===== config.mk =====
export PLATFORM = sky130hd
export DESIGN_NAME = uart_receiver
export DESIGN_NICKNAME = d
export VERILOG_FILES = /design/src/rtl/uart_receiver.sv
export SDC_FILE = /design/constraint.sdc
export NUM_CORES = 1
export LEC_CHECK = 0
export BUFFER_PORTS_ARGS = -buffer_cell sky130_fd_sc_hd__clkbuf_2
export CORE_MARGIN = 8
export CORE_UTILIZATION = 52
export DETAILED_ROUTE_END_ITERATION = 6
export PLACE_DENSITY = 0.77
export RECOVER_POWER = 100
export SLEW_MARGIN = 40
export SYNTH_ARGS = -nofsm -noshare
export SYNTH_HDL_FRONTEND = slang
export SYNTH_SLANG_ARGS = --single-unit

===== constraint.sdc =====
create_clock -name clk -period 1.75 [get_ports clk]
set_input_delay 0.35 -clock clk [delete_from_list [all_inputs] [get_ports clk]]
set_output_delay 0.35 -clock clk [all_outputs]
set_load 0.02 [all_outputs]

===== src/rtl/uart_receiver.sv =====
// uart_receiver: 8N1-style UART receive stage driven by a shared oversampling tick.
// Synchronizes rx, finds the start bit, samples each data bit mid-bit, checks the stop bit.
// Ports:
//   clk, arst_n  - clock, asynchronous active-low reset
//   rx           - asynchronous serial line (idle high)
//   tick         - one-clk strobe at OVERSAMPLE x baud
//   rx_data      - last correctly framed word
//   rx_valid     - one-cycle pulse when rx_data is updated
//   frame_err    - one-cycle pulse when the stop bit is sampled low
//   busy         - high whenever the receiver is not idle
module uart_receiver #(
  parameter int unsigned DATA_WIDTH = 8,
  parameter int unsigned OVERSAMPLE = 16
) (
  input  logic                  clk,
  input  logic                  arst_n,
  input  logic                  rx,
  input  logic                  tick,
  output logic [DATA_WIDTH-1:0] rx_data,
  output logic                  rx_valid,
  output logic                  frame_err,
  output logic                  busy
);

  localparam int unsigned S_W = $clog2(OVERSAMPLE);
  localparam int unsigned N_W = $clog2(DATA_WIDTH + 1);

  localparam logic [S_W-1:0] S_HALF = S_W'(OVERSAMPLE / 2 - 1);
  localparam logic [S_W-1:0] S_LAST = S_W'(OVERSAMPLE - 1);
  localparam logic [N_W-1:0] N_LAST = N_W'(DATA_WIDTH - 1);

  typedef enum logic [2:0] {
    ST_IDLE  = 3'd0,
    ST_START = 3'd1,
    ST_DATA  = 3'd2,
    ST_STOP  = 3'd3,
    ST_BREAK = 3'd4
  } state_t;

  state_t                state_q, state_d;
  logic [S_W-1:0]        s_cnt_q, s_cnt_d;
  logic [N_W-1:0]        n_cnt_q, n_cnt_d;
  logic [DATA_WIDTH-1:0] sh_q, sh_d;
  logic [DATA_WIDTH-1:0] rx_data_q, rx_data_d;
  logic                  rx_valid_q, rx_valid_d;
  logic                  frame_err_q, frame_err_d;
  logic                  busy_q, busy_d;
  logic                  sync_q;
  logic                  rx_s;

  // Two-flop synchronizer; resets to the idle line level so reset never looks like a start bit.
  always_ff @(posedge clk or negedge arst_n) begin
    if (!arst_n) begin
      sync_q <= 1'b1;
      rx_s   <= 1'b1;
    end else begin
      sync_q <= rx;
      rx_s   <= sync_q;
    end
  end

  // State and datapath registers.
  always_ff @(posedge clk or negedge arst_n) begin
    if (!arst_n) begin
      state_q     <= ST_IDLE;
      s_cnt_q     <= '0;
      n_cnt_q     <= '0;
      sh_q        <= '0;
      rx_data_q   <= '0;
      rx_valid_q  <= 1'b0;
      frame_err_q <= 1'b0;
      busy_q      <= 1'b0;
    end else begin
      state_q     <= state_d;
      s_cnt_q     <= s_cnt_d;
      n_cnt_q     <= n_cnt_d;
      sh_q        <= sh_d;
      rx_data_q   <= rx_data_d;
      rx_valid_q  <= rx_valid_d;
      frame_err_q <= frame_err_d;
      busy_q      <= busy_d;
    end
  end

  // Next-state and datapath logic; everything but the IDLE exit waits for a tick.
  always_comb begin
    state_d     = state_q;
    s_cnt_d     = s_cnt_q;
    n_cnt_d     = n_cnt_q;
    sh_d        = sh_q;
    rx_data_d   = rx_data_q;
    rx_valid_d  = 1'b0;
    frame_err_d = 1'b0;

    case (state_q)
      ST_IDLE: begin
        if (!rx_s) begin
          state_d = ST_START;
          s_cnt_d = '0;
        end
      end

      ST_START: begin
        if (tick) begin
          if (s_cnt_q == S_HALF) begin
            // Line must still be low at mid start bit, otherwise it was a glitch.
            if (!rx_s) begin
              state_d = ST_DATA;
              s_cnt_d = '0;
              n_cnt_d = '0;
            end else begin
              state_d = ST_IDLE;
            end
          end else begin
            s_cnt_d = s_cnt_q + S_W'(1);
          end
        end
      end

      ST_DATA: begin
        if (tick) begin
          if (s_cnt_q == S_LAST) begin
            // LSB first: first bit shifts all the way down to sh[0].
            sh_d    = {rx_s, sh_q[DATA_WIDTH-1:1]};
            s_cnt_d = '0;
            n_cnt_d = n_cnt_q + N_W'(1);
            if (n_cnt_q == N_LAST) begin
              state_d = ST_STOP;
            end
          end else begin
            s_cnt_d = s_cnt_q + S_W'(1);
          end
        end
      end

      ST_STOP: begin
        if (tick) begin
          if (s_cnt_q == S_LAST) begin
            s_cnt_d = '0;
            if (rx_s) begin
              rx_data_d  = sh_q;
              rx_valid_d = 1'b1;
              state_d    = ST_IDLE;
            end else begin
              frame_err_d = 1'b1;
              state_d     = ST_BREAK;
            end
          end else begin
            s_cnt_d = s_cnt_q + S_W'(1);
          end
        end
      end

      ST_BREAK: begin
        // Wait out a held-low line so it cannot retrigger a frame.
        if (tick && rx_s) begin
          state_d = ST_IDLE;
        end
      end

      default: begin
        state_d = ST_IDLE;
      end
    endcase

    busy_d = (state_d != ST_IDLE);
  end

  assign rx_data   = rx_data_q;
  assign rx_valid  = rx_valid_q;
  assign frame_err = frame_err_q;
  assign busy      = busy_q;

endmodule


==> results.ini <==
[worst_hold_path]
hold_path.class=in -> reg

[floorplanning]
dieArea_mm2=0.00493
io_pins=15
start_util_pct=54.9
die_w_um=70.2
core-area_mm2=0.00278
row_count=19
die_h_um=70.2

[critical_path]
cp-startpoint=state_q[1]
r2r-start=state_q[1]
reg2reg_depth=5
critPathCaptureType=flip-flop
critPathMaxFanout=7
crit_type=reg -> reg
arrival_ns=1.96
ff2ff_setup_slack_ns=0.02
setup.worst_path.start_class=flip-flop
crit_required_ns=1.98
endpoint=s_cnt_q[3]
r2r_end=s_cnt_q[3]

[job]
max_cap_viol_count=0

[detailed_routing]
firstDrtPassIters=5
drt-total-wl_mm=3.04
via_per_inst=5.90
drc=0
drt_iter0_markers=43
vias=1079
ant_nets=0
routedWlPerCell_um=16.6

[synth]
synthArstFlopShare_pct=100
synth_area_mm2=0.00153
syn_avg_cell_area_um2=12.4
ys.warnings.count=0
synth_edf_count=0
synth_flop_cell=dfrtp_1
syn-instance-count=123
synth_fp_nets=129
synth_seq_cells=32
seq_area_frac_synth_pct=52.6
synth.distinct_cells=43

[cts]
cts_buffer_depth=2
cts_max_level=2
numCtsBuffers=5
cts_sinks=32
clkTransAtPathRegs_ns=0.11
cts_tree=yes
ctsHoldBuffers=0
insertion_delay_ns=0.34
root_buffer=clkbuf_4

[global_route]
grt_overflow_total=0
grt_pass1_vias=1076
grt_pass1_wl_mm=5.09
grtUsageTotal_pct=12.9
antenna_found_initial=0
grt_max_degree=33

[place]
gp_congestion=0.841
io_buffers=14
dp_slack_ns=-0.00878
placed_area_mm2=0.00168
dp_hpwl_mm=2.18

[sta]
fmax_mhz=579
finClkSkew_ns=0.00918
hold_violations=0
rsz0062_at_grt=true
slew_violations=0
slew_headroom_pct=50.3
setup_viol_count_final=0
fin_hold_ws_ns=0.0839
period_needed_ns=1.73
tightest_slew_ns=0.746
fin_crit_sh_pct=98.6
fin_ws_ns=0.0241

[power_and_ir_drop]
power.leakage_nw=0.888
max-vdd-ir-drop_v=0.00111
power_density_mw_per_mm2=1130

[final_layout]
area_delta_synth_final_pct=17.5
drive_above_1_share_pct=45.4
n_antenna_cell=0
nets=157
final_core_util_pct=64.6
postLayoutCellArea_mm2=0.00180

[status]
outcome=finished, final reports clean

-- sequential cells by signal, indices dropped and copies added, names as in the netlist --
register	flops
rx_data	8
sh_q	8
n_cnt_q	4
s_cnt_q	4
state_q	3
busy	1
frame_err	1
rx_s	1
rx_valid	1
sync_q	1
-- Yosys cell counts, types with 3 or more instances --
cell / count / share of area, %
nor2_1: 6 / 1.5
mux2_2: 17 / 13
dfrtp_1: 30 / 49
a21oi_1: 3 / 0.98
nor4_1: 3 / 1.2
nand2_1: 4 / 0.98
inv_1: 5 / 1.2
nand4_1: 3 / 1.2
nand3_1: 7 / 2.3
o31ai_1: 3 / 1.5
-- cell usage in the layout (no fill, tap or decap), types with 2 or more instances in the layout --
master / n
a21oi_1: 3
a22o_1: 2
a31oi_1: 2
buf_4: 14
clkbuf_2: 15
clkbuf_4: 5
dfrtp_1: 30
dfstp_2: 2
inv_1: 5
mux2_2: 17
nand2_1: 3
nand3_1: 7
nand3b_1: 2
nand4_1: 3
nor2_1: 6
nor4_1: 3
o21ai_0: 2
o31ai_1: 3
-- layout make-up --
class / instances / area, um^2
multi-input cells: 78 / 671
clock inverters: 3 / 46.3
clock buffers: 5 / 37.5
inverters: 5 / 18.8
fillers: 205 / 986
flip-flops and latches: 32 / 803
well taps: 31 / 38.8
repair buffers: 29 / 180
-- worst min-delay path by stage --
stage / startpoint / endpoint / slack, ns / depth (start not counted)
after floorplan: arst_n / busy / 0.05 / 0
after global placement: sync_q / rx_s / 0.35 / 0
after detailed placement: sync_q / rx_s / 0.35 / 0
after CTS: arst_n / sh_q[6] / 0.02 / 2
after global routing: rx / sync_q / 0.06 / 1
final: rx / sync_q / 0.08 / 1
-- per-layer routing --
metal	track usage (%)	wire, um
met4	4.69	41
met3	5.79	172
met2	20.5	1520
met5	0	0
met1	15.1	1310
-- per-stage QoR --
step	TNS, ns	power [mW]	cells
after CTS	0	1.98	180
after global routing	-0.116	2.14	183
after global placement	0	1.38	172
after detailed placement	-0.0195	1.40	172
final	0	2.03	183
after floorplan	0	1.28	123
-- cells by family after synthesis --
| logic type | count (synthesis) | share of synthesized area, % |
|---|---|---|
| fa+ha+maj | 2 | 1.64 |
| simple gates | 36 | 16.1 |
| buf+inv | 13 | 4.50 |
| mux | 18 | 13.5 |
| compound gates | 21 | 11.1 |
| flops | 32 | 52.6 |
| xor+xnor | 1 | 0.573 |
-- worst max-delay path, cell delays in order (launching register included) --
cell and delay [ns]:
dfrtp_1 0.48, buf_4 0.19, o21ba_2 0.20, a211o_1 0.30
o21bai_1 0.18, a22o_1 0.25
-- where the power goes --
| part | total (mW) | leakage [nW] | internal [mW] | switching, mW |
|---|---|---|---|---|
| logic | 0.523 | 0.427 | 0.273 | 0.250 |
| clock network | 0.586 | 0.0418 | 0.305 | 0.281 |
| registers | 0.926 | 0.419 | 0.817 | 0.109 |
-- timing repair --
action	CTS	global route
endpoints found under the setup margin	12	21
pin swaps	1	3
setup buffers	0	3
gates resized for setup	1	2
Note: power is estimated with default switching activity, not from simulation.
